===== src/rtl/spi_pkg.sv =====
// spi_pkg: state encoding and small helpers shared by spi_master and spi_clk_gen.
package spi_pkg;

  localparam logic [2:0] ST_IDLE  = 3'd0;
  localparam logic [2:0] ST_SETUP = 3'd1;
  localparam logic [2:0] ST_SHIFT = 3'd2;
  localparam logic [2:0] ST_HOLD  = 3'd3;
  localparam logic [2:0] ST_GAP   = 3'd4;

  function automatic int spi_len_w(input int size);
    return $clog2(size + 1);
  endfunction

  // A length of zero or beyond the word size means a full-width transfer.
  function automatic int spi_clamp_len(input int len, input int size);
    if ((len == 0) || (len > size)) return size;
    return len;
  endfunction

endpackage


===== src/rtl/spi_clk_gen.sv =====
// spi_clk_gen: half-period down-counter, SCLK edge ticks and the registered SCLK itself.
module spi_clk_gen #(
  parameter int CLK_SIZE = 3
) (
  input  logic                clk_in,
  input  logic                rst_in,
  input  logic                start_in,
  input  logic                cpol_in,
  input  logic [CLK_SIZE-1:0] hmax_in,
  input  logic                run_in,
  output logic                tick_out,
  output logic                lead_out,
  output logic                trail_out,
  output logic                clk_out
);

  logic [CLK_SIZE-1:0] cnt_q, cnt_d;
  logic [CLK_SIZE-1:0] hmax_q, hmax_d;
  logic                cpol_q, cpol_d;
  logic                sclk_q, sclk_d;
  logic                toggle;

  always_comb begin
    tick_out  = (cnt_q == '0);
    toggle    = tick_out && run_in;
    lead_out  = toggle && (sclk_q == cpol_q);
    trail_out = toggle && (sclk_q != cpol_q);

    cnt_d  = cnt_q;
    hmax_d = hmax_q;
    cpol_d = cpol_q;
    sclk_d = sclk_q;

    if (start_in) begin
      cnt_d  = hmax_in;
      hmax_d = hmax_in;
      cpol_d = cpol_in;
      sclk_d = cpol_in;
    end else begin
      cnt_d = tick_out ? hmax_q : (cnt_q - CLK_SIZE'(1));
      if (toggle) sclk_d = ~sclk_q;
    end
  end

  always_ff @(posedge clk_in) begin
    if (rst_in) begin
      cnt_q  <= '0;
      hmax_q <= '0;
      cpol_q <= 1'b0;
      sclk_q <= 1'b0;
    end else begin
      cnt_q  <= cnt_d;
      hmax_q <= hmax_d;
      cpol_q <= cpol_d;
      sclk_q <= sclk_d;
    end
  end

  assign clk_out = sclk_q;

endmodule


===== src/rtl/spi_master.sv =====
// spi_master: start/busy/done SPI master with runtime mode, length, CS mask and divider.
// Optional SPI_LSB_FIRST_EN adds lsb_first_in for LSB-first framing.
//
// state | meaning
// IDLE  | waiting for start_in, CS high, SCLK parked at last CPOL
// SETUP | CS asserted, SCLK at CPOL for H cycles
// SHIFT | 2*N half periods of SCLK, data moves on the edges
// HOLD  | SCLK back at CPOL, CS still asserted for H cycles
// GAP   | CS released for H cycles before done
module spi_master
  import spi_pkg::*;
#(
  parameter int SIZE     = 40,
  parameter int CS_SIZE  = 1,
  parameter int CLK_SIZE = 3,
  localparam int LEN_W   = spi_len_w(SIZE)
) (
  input  logic                clk_in,
  input  logic                rst_in,
  input  logic                start_in,
  input  logic [SIZE-1:0]     data_in,
  input  logic [LEN_W-1:0]    len_in,
  input  logic                cpol_in,
  input  logic                cpha_in,
  input  logic [CS_SIZE-1:0]  cs_select_in,
  input  logic [CLK_SIZE-1:0] clk_count_max,
`ifdef SPI_LSB_FIRST_EN
  input  logic                lsb_first_in,
`endif
  input  logic                serial_in,
  output logic [SIZE-1:0]     data_out,
  output logic                busy_out,
  output logic                done_out,
  output logic                clk_out,
  output logic                serial_out,
  output logic [CS_SIZE-1:0]  r_cs_out
);

  localparam int SEG_W = LEN_W + 1;

  logic [2:0]         state_q, state_d;
  logic               busy_q, busy_d;
  logic               done_q, done_d;
  logic [CS_SIZE-1:0] cs_q, cs_d;
  logic [SIZE-1:0]    data_q, data_d;
  logic               mosi_q, mosi_d;
  logic [SIZE-1:0]    tx_q, tx_d;
  logic [SIZE-1:0]    rx_q, rx_d;
  logic [LEN_W-1:0]   n_q, n_d;
  logic               cpha_q, cpha_d;
  logic [SEG_W-1:0]   seg_q, seg_d;
`ifdef SPI_LSB_FIRST_EN
  logic               lsb_q, lsb_d;
`endif

  logic [LEN_W-1:0] n_acc;
  logic [SIZE-1:0]  tx_load;
  logic             gen_start;
  logic             run;
  logic             tick, lead, trail;
  logic             sample_ev, drive_ev;

  // seg_q counts the SHIFT half periods still to come after the current one.
  assign run = (state_q == ST_SETUP) || ((state_q == ST_SHIFT) && (seg_q != '0));

  spi_clk_gen #(
    .CLK_SIZE (CLK_SIZE)
  ) u_clk_gen (
    .clk_in    (clk_in),
    .rst_in    (rst_in),
    .start_in  (gen_start),
    .cpol_in   (cpol_in),
    .hmax_in   (clk_count_max),
    .run_in    (run),
    .tick_out  (tick),
    .lead_out  (lead),
    .trail_out (trail),
    .clk_out   (clk_out)
  );

  // The transmit word is left-aligned so the first wire bit always sits at the MSB.
  always_comb begin
    n_acc   = LEN_W'(spi_clamp_len(int'(len_in), SIZE));
    tx_load = data_in << (SIZE - int'(n_acc));
`ifdef SPI_LSB_FIRST_EN
    if (lsb_first_in) begin
      for (int i = 0; i < SIZE; i++) tx_load[SIZE-1-i] = data_in[i];
    end
`endif
  end

  always_comb begin
    state_d   = state_q;
    busy_d    = busy_q;
    done_d    = 1'b0;
    cs_d      = cs_q;
    data_d    = data_q;
    mosi_d    = mosi_q;
    tx_d      = tx_q;
    rx_d      = rx_q;
    n_d       = n_q;
    cpha_d    = cpha_q;
    seg_d     = seg_q;
`ifdef SPI_LSB_FIRST_EN
    lsb_d     = lsb_q;
`endif
    gen_start = 1'b0;

    // With CPHA=0 the last trailing edge has no further bit to launch.
    sample_ev = cpha_q ? trail : lead;
    drive_ev  = cpha_q ? lead : (trail && (seg_q != SEG_W'(1)));

    if (drive_ev) begin
      mosi_d = tx_q[SIZE-1];
      tx_d   = tx_q << 1;
    end
    if (sample_ev) begin
`ifdef SPI_LSB_FIRST_EN
      if (lsb_q) begin
        rx_d = rx_q >> 1;
        rx_d[n_q - LEN_W'(1)] = serial_in;
      end else begin
        rx_d = {rx_q[SIZE-2:0], serial_in};
      end
`else
      rx_d = {rx_q[SIZE-2:0], serial_in};
`endif
    end

    case (state_q)
      ST_IDLE: begin
        if (start_in) begin
          state_d   = ST_SETUP;
          busy_d    = 1'b1;
          cs_d      = ~cs_select_in;
          n_d       = n_acc;
          cpha_d    = cpha_in;
          seg_d     = {n_acc, 1'b0} - SEG_W'(1);
          rx_d      = '0;
          gen_start = 1'b1;
`ifdef SPI_LSB_FIRST_EN
          lsb_d     = lsb_first_in;
`endif
          if (!cpha_in) begin
            mosi_d = tx_load[SIZE-1];
            tx_d   = tx_load << 1;
          end else begin
            tx_d   = tx_load;
          end
        end
      end
      ST_SETUP: begin
        if (tick) state_d = ST_SHIFT;
      end
      ST_SHIFT: begin
        if (tick) begin
          if (seg_q == '0) state_d = ST_HOLD;
          else             seg_d   = seg_q - SEG_W'(1);
        end
      end
      ST_HOLD: begin
        if (tick) begin
          state_d = ST_GAP;
          cs_d    = '1;
        end
      end
      ST_GAP: begin
        if (tick) begin
          state_d = ST_IDLE;
          busy_d  = 1'b0;
          done_d  = 1'b1;
          data_d  = rx_q;
        end
      end
      default: begin
        state_d = ST_IDLE;
        busy_d  = 1'b0;
        cs_d    = '1;
      end
    endcase
  end

  always_ff @(posedge clk_in) begin
    if (rst_in) begin
      state_q <= ST_IDLE;
      busy_q  <= 1'b0;
      done_q  <= 1'b0;
      cs_q    <= '1;
      data_q  <= '0;
      mosi_q  <= 1'b0;
      tx_q    <= '0;
      rx_q    <= '0;
      n_q     <= '0;
      cpha_q  <= 1'b0;
      seg_q   <= '0;
`ifdef SPI_LSB_FIRST_EN
      lsb_q   <= 1'b0;
`endif
    end else begin
      state_q <= state_d;
      busy_q  <= busy_d;
      done_q  <= done_d;
      cs_q    <= cs_d;
      data_q  <= data_d;
      mosi_q  <= mosi_d;
      tx_q    <= tx_d;
      rx_q    <= rx_d;
      n_q     <= n_d;
      cpha_q  <= cpha_d;
      seg_q   <= seg_d;
`ifdef SPI_LSB_FIRST_EN
      lsb_q   <= lsb_d;
`endif
    end
  end

  assign data_out   = data_q;
  assign busy_out   = busy_q;
  assign done_out   = done_q;
  assign serial_out = mosi_q;
  assign r_cs_out   = cs_q;

endmodule

===== config.mk =====
export PLATFORM = sky130hd
export DESIGN_NAME = spi_master
export DESIGN_NICKNAME = d
export VERILOG_FILES = /design/src/rtl/spi_pkg.sv /design/src/rtl/spi_clk_gen.sv /design/src/rtl/spi_master.sv
export SDC_FILE = /design/constraint.sdc
export NUM_CORES = 1
export LEC_CHECK = 0
export ABC_AREA = 1
export BUFFER_PORTS_ARGS = -buffer_cell sky130_fd_sc_hd__buf_4
export CORE_MARGIN = 2
export CORE_UTILIZATION = 49
export CTS_BUF_LIST = sky130_fd_sc_hd__clkbuf_8
export CTS_CLUSTER_DIAMETER = 40
export CTS_CLUSTER_SIZE = 24
export DETAILED_ROUTE_END_ITERATION = 10
export PLACE_DENSITY = 0.69
export REMOVE_ABC_BUFFERS = 1
export SETUP_SLACK_MARGIN = 0.4
export SYNTH_ARGS = -nofsm -noshare
export SYNTH_HDL_FRONTEND = slang
export SYNTH_SLANG_ARGS = --single-unit
export TNS_END_PERCENT = 1

===== constraint.sdc =====
create_clock -name clk_in -period 4.3 [get_ports clk_in]
set_input_delay 1.075 -clock clk_in [delete_from_list [all_inputs] [get_ports clk_in]]
set_output_delay 1.075 -clock clk_in [all_outputs]
set_load 0.05 [all_outputs]

## Word-level counts from Yosys, hierarchy flattened

Cells that the tools add are included.
W data, S select, Z words.

| word-level totals | value |
|---|---|
| register bits | 143 |
| bits in latches | 0 |
| memory bits (writable) | 0 |
| memory bits (read-only) | 0 |
| input port bits | 56 |
| output and inout port bits | 45 |
| word-level logic and storage cells | 102 |
| memories kept | 0 |

| cells by class | value |
|---|---|
| add/sub/neg operators | 4 |
| multiply operators | 0 |
| divide/modulo/power cells | 0 |
| $lt $le $gt $ge | 1 |
| eq/ne operators | 14 |
| shift-type cells | 1 |
| multiplexer cells | 40 |
| bitwise gates (word level) | 5 |
| reductions and logical operators | 23 |

Operators by type and width:

| cell | count |
|---|---|
| $mux W40 | 7 |
| $shl A40 B32 Y40 | 1 |
| $mux W3 | 8 |
| $mux W7 | 3 |
| $mux W1 | 16 |
| $pmux W3 S5 | 1 |
| $pmux W7 S2 | 1 |
| $sub A7 B1 Y7 const B | 2 |
| $mux W6 | 2 |
| $ne A2 B2 Y1 const B | 6 |
| $logic_not A7 Y1 | 1 |
| $ne A7 B1 Y1 const B | 1 |
| $reduce_bool A7 Y1 | 1 |
| $sub A6 B6 Y7 const A | 1 |
| $eq A3 B2 Y1 const B | 2 |
| $gt A6 B6 Y1 const B | 1 |
| $logic_not A3 Y1 | 2 |
| $logic_not A6 Y1 | 1 |
| $pmux W1 S3 | 2 |
| $reduce_and A3 Y1 | 2 |
| $reduce_and A6 Y1 | 1 |
| $reduce_or A3 Y1 | 2 |
| $logic_and A1 B1 Y1 | 5 |
| $not A1 Y1 | 5 |
| 11 further kinds | 14 |

## Longest topological paths before layout

| logic depth | value |
|---|---|
| word-level depth | 11 |
| depth in mapped cells | 22 |
| depth with buffers taken out | 20 |

## Modules after synthesis

Synthesis repeated with hierarchy kept, for this count alone.

| unflattened totals | value |
|---|---|
| cell total of the unflattened synthesis | 1392 |
| area total of the unflattened synthesis | 8703.3 µm² |

Modules (own cells, without submodules):

| module | instances | cells an instance | area an instance (µm²) | seq. area each (µm²) |
|---|---|---|---|---|
| spi_master | 1 | 1335 | 8291.7 | 2702.6 |
| spi_clk_gen | 1 | 57 | 411.6 | 160.2 |

## Worst setup path before layout

Ideal clock, no wire load.

| timing | value |
|---|---|
| kind | input-to-reg |
| start point | input port len_in[0] |
| end point | register tx_q[7] |
| library setup time | 0.095 ns |
| arrival time | 3.335 ns |
| required time | 4.205 ns |
| slack | 0.870 ns |
| cell stages on the path | 14 |
| path buffers | 3 |
| cells stage by stage | nor2_1 nand4_1 nand2_2 nand2_1 buf_2 ha_1 buf_1 clkbuf_1 nand3_1 nand3_1 nand3_1 inv_1 nand2_1 a221oi_1 |

| on the way | value |
|---|---|
| word-level cells in the longest chain between the ends | 9 |
| elaborated cells on any way between the ends | 11 |
| those cells by class | 1 x add/sub; 1 x order compare; 1 x shift; 6 x mux; 2 x reduce/logical |

RTL lines:

| what | RTL line | source |
|---|---|---|
| start, declared | spi_master.sv:22 | `input logic [LEN_W-1:0] len_in,` |
| $gt A6 B6 Y1 / $logic_not A6 Y1 (equally long branches) | spi_pkg.sv:16 | `if ((len == 0) \|\| (len > size)) return size;` |
| $logic_or A1 B1 Y1 | spi_pkg.sv:16 |  |
| $mux W1 / $mux W6 (equally long branches) | spi_pkg.sv:16 |  |
| $mux W6 * | spi_pkg.sv:17 | `return len;` |
| $sub A6 B6 Y7 * | spi_master.sv:84 | `tx_load = data_in << (SIZE - int'(n_acc));` |
| $shl A40 B32 Y40 * | spi_master.sv:84 |  |
| $mux W40 * | spi_master.sv:144 | `if (!cpha_in) begin` |
| $mux W40 * | spi_master.sv:132 | `if (start_in) begin` |
| $mux W40 * | spi_master.sv:130 | `case (state_q)` |
| end signal, assigned | spi_master.sv:206 | `tx_q <= tx_d;` |
| end, declared | spi_master.sv:47 | `logic [SIZE-1:0] tx_q, tx_d;` |

Every way passes the cells marked *; elsewhere a longest branch is shown, timed or not.
A chain may end at the register's enable or synchronous reset.

## Worst setup path after layout

| timing | value |
|---|---|
| start point | input port len_in[0] |
| end point | register tx_q[2] |

The elaborated chain is that of the path after synthesis.

==> impl_results.md <==
* Resize count post-CTS at 0
* GRT Resource Usage Total at 25.3%
* Num CTS Buffers at 17
* Die Y-Extent at 138 microns
* Total power at 5760 uW
* Via count at 9517
* Pin count of the biggest net entering global routing at 58
* Combinational fraction of design power at 48.5%
* Final nets at 1582
* Cell variety after synth at 41
* Routed wire per std cell at 13.8 microns
* Max transition margin at 49.9%
* Fillers at 1821
* DP Wirelength at 17000 microns
* Cell Rows at 49
* Highest Clock Rate at 302 MHz
* CP endpoint kind: flop
* Total wire length at 24300 microns
* Final setup violation count at 0
* I/O pin total at 101
* Synthesized area at 8800 sq um
* R2r setup slk at 1.34 ns
* WS Path Type: input pin to flop
* Area Growth Syn to Fin at 13.6%
* First-pass GRT wire length at 41300 microns
* DRT Pass-1 Iters at 5
* Gpl congestion at 0.947
* Storage cell area at 2860 sq um
* Syn Inst Count at 1474
* Tmin final at 3.31 ns
* Worst-Skew Late Latency at 0.46 ns
* Core Util, Final at 56.3%
* Worst setup margin at 0.985 ns
* Status: finished clean
* CP required at 4.66 ns
* Clock power share at 18.2%
* CP max FO at 43
* Synth Register Bits at 143
* Max Clock Skew at 0.0253 ns
* Post-CTS Hold Buffers at 0
* Switching Share at 46.9%
* Fin area at 10000 sq um
* Initial antenna violation count at 0
* Multi-input gate area at 5110 sq um
* Post CTS Setup Buffer Count at 0
* Maximum vdd drop at 366 uV
* Die area at 19100 sq um
* CTS root buffer: clkbuf_8
* Die Wd at 138 microns
* Final Hold Violating Endpoints at 0
* Ys Warns at 0
* Power Density at 576 nW/um^2
* Clock-pin slew on the worst setup and hold paths at 0.09 ns
* Share of cells above drive strength 1 at 11.5%
* Port bufs at 100
* Clock sink total at 143
* Sw power at 2700 uW
* GR Overflow Total at 0
* Total core area at 17800 sq um
* Fin. max-slew vios at 0
* Routed Antenna Nets at 0
* TNS Setup at 0 ns
* Seq/Total Area, Yosys at 32.5%
* Max Cap Violations at 0
* H-tree levels at 4
* Worst slew pin tran at 0.751 ns
* Iteration-0 DRC Markers at 757
* RSZ-0062 raised after global routing: false
* Starting Density at 49.5%
* Via density at 5.40
* Fin crit share at 77.1%
* Max clock buf depth at 2
* Residual DRC at 0
* Pint at 3060 uW
* P_leak at 0.00505 uW
* Synth Area per Inst at 5.97 sq um
* CTS tree: yes
* Vias in the first global route at 8571
* Seq pwr share at 33.3%
* HP Class: flop to flop
* Antenna diodes at 0
* Crit path arrival time at 3.68 ns
* CP Launch Type: input pin
* Pre-CTS WS at 0.589 ns
* Placed Area at 9610 sq um
==> synth_stat cells <==
library cell | instances | area [sq um]
a211oi_1 | 4 | 30.0
a21boi_1 | 1 | 7.51
a21oi_1 | 50 | 250
a221oi_1 | 1 | 8.76
a22o_1 | 1 | 8.76
a31o_1 | 1 | 8.76
a31o_2 | 1 | 8.76
a31oi_1 | 3 | 18.8
and2_1 | 2 | 12.5
buf_1 | 8 | 30.0
buf_2 | 35 | 175
buf_4 | 3 | 22.5
buf_6 | 3 | 33.8
clkbuf_1 | 45 | 169
clkinv_1 | 1 | 3.75
dfxtp_1 | 143 | 2860
ha_1 | 6 | 75.1
inv_1 | 99 | 372
inv_2 | 6 | 22.5
inv_4 | 1 | 6.26
nand2_1 | 390 | 1460
nand2_2 | 4 | 25.0
nand3_1 | 232 | 1160
nand4_1 | 5 | 31.3
nor2_1 | 228 | 856
nor2_2 | 1 | 6.26
nor2_4 | 3 | 33.8
nor2_8 | 1 | 20.0
nor3_1 | 3 | 15.0
nor4_1 | 1 | 6.26
nor4_2 | 1 | 12.5
o211ai_1 | 22 | 165
o21ai_0 | 153 | 766
o21ai_1 | 7 | 35.0
o21ai_2 | 1 | 8.76
o22ai_1 | 1 | 6.26
o311ai_0 | 1 | 8.76
o31ai_1 | 2 | 15.0
xnor2_1 | 1 | 8.76
xnor2_2 | 1 | 16.3
xor2_1 | 2 | 17.5
==> through the flow <==
step | hold slack [ns] | std cells
finish | 0.450 | 1762
global route | 0.473 | 1762
CTS | 0.453 | 1762
detailed placement | 0.434 | 1730
global placement | 0.434 | 1730
floorplan | 0.419 | 1380
==> metal layers <==
| metal | part of all wire [%] | track usage [%] | up-vias |
|---|---|---|---|
| met5 | 0 | 0 | - |
| met4 | 1.6 | 7.20 | 0 |
| met3 | 5.1 | 3.22 | 32 |
| met1 | 49 | 37.0 | 4310 |
| met2 | 45 | 39.2 | 278 |
| li1 | - | - | 4897 |
==> path summary, 6_finish.rpt <==
check                                        start                               end  depth (start not counted)
setup / recovery                         len_in[0]                tx_q[2]$_SDFF_PP0_                         16
hold / removal    u_clk_gen.hmax_q[0]$_SDFFE_PP0P_  u_clk_gen.hmax_q[0]$_SDFFE_PP0P_                          2
setup reg to reg     u_clk_gen.cnt_q[0]$_SDFF_PP0_               rx_q[39]$_SDFF_PP0_                         13
hold reg to reg   u_clk_gen.hmax_q[0]$_SDFFE_PP0P_  u_clk_gen.hmax_q[0]$_SDFFE_PP0P_                          2
==> flip-flops by register name, summed over array words and instances, names as in the netlist, 3 cells and up <==
signal	flops
tx_q	40
seg_q	7
rx_q	40
data_out	40
u_clk_gen.cnt_q	3
u_clk_gen.hmax_q	3
state_q	3
==> critical path, stage by stage <==
cell     delay (ns)
buf_4          0.12
nor2_1         0.13
nand3_1        0.10
nand2_1        0.13
nand2_2        0.10
nand2_1        0.10
ha_1           0.17
inv_1          0.06
nand3_1        0.13
buf_12         0.21
nand2_1        0.18
nor2_2         0.51
inv_1          0.17
nor2_1         0.17
nor2_1         0.07
nor4_2         0.23
==> kinds of logic after synthesis <==
kind of cell             Yosys count  synth area share [%]
AO/OA/AOI/OAI                    249                  15.3
AND/OR/NAND/NOR                  871                  41.4
flip-flops                       143                  32.5
adder cells (fa/ha/maj)            6                 0.853
buffers and inverters            201                  9.48
XOR/XNOR                           4                 0.483
==> layout make-up <==
class | count | share of cell area (%)
timing repair buffer | 121 | 9.46
tap | 229 | 2.86
clock buffer | 18 | 2.48
clock inverter | 14 | 1.43
sequential | 143 | 28.6
multi-input combinational | 1130 | 51.1
inverter | 107 | 4.04
==> power by group through the flow <==
| stage | logic (uW) | clock network [uW] | registers, uW |
|---|---|---|---|
| global route | 3200 | 1130 | 1970 |
| CTS | 2790 | 1070 | 1920 |
| detailed placement | 2770 | 0 | 1940 |
| finish | 2790 | 1050 | 1920 |
| floorplan | 1950 | 0 | 2000 |
| global placement | 2740 | 0 | 1940 |
==> placed cells by master, fill, tap and decap left out, types with 18 or more instances in the layout <==
cell type	instances
a21oi_1	50
o211ai_1	22
nand2_1	390
buf_4	118
nor2_1	227
dfxtp_1	143
inv_1	98
nand3_1	232
clkbuf_8	18
o21ai_0	153
(Power assumes the default switching activity.)
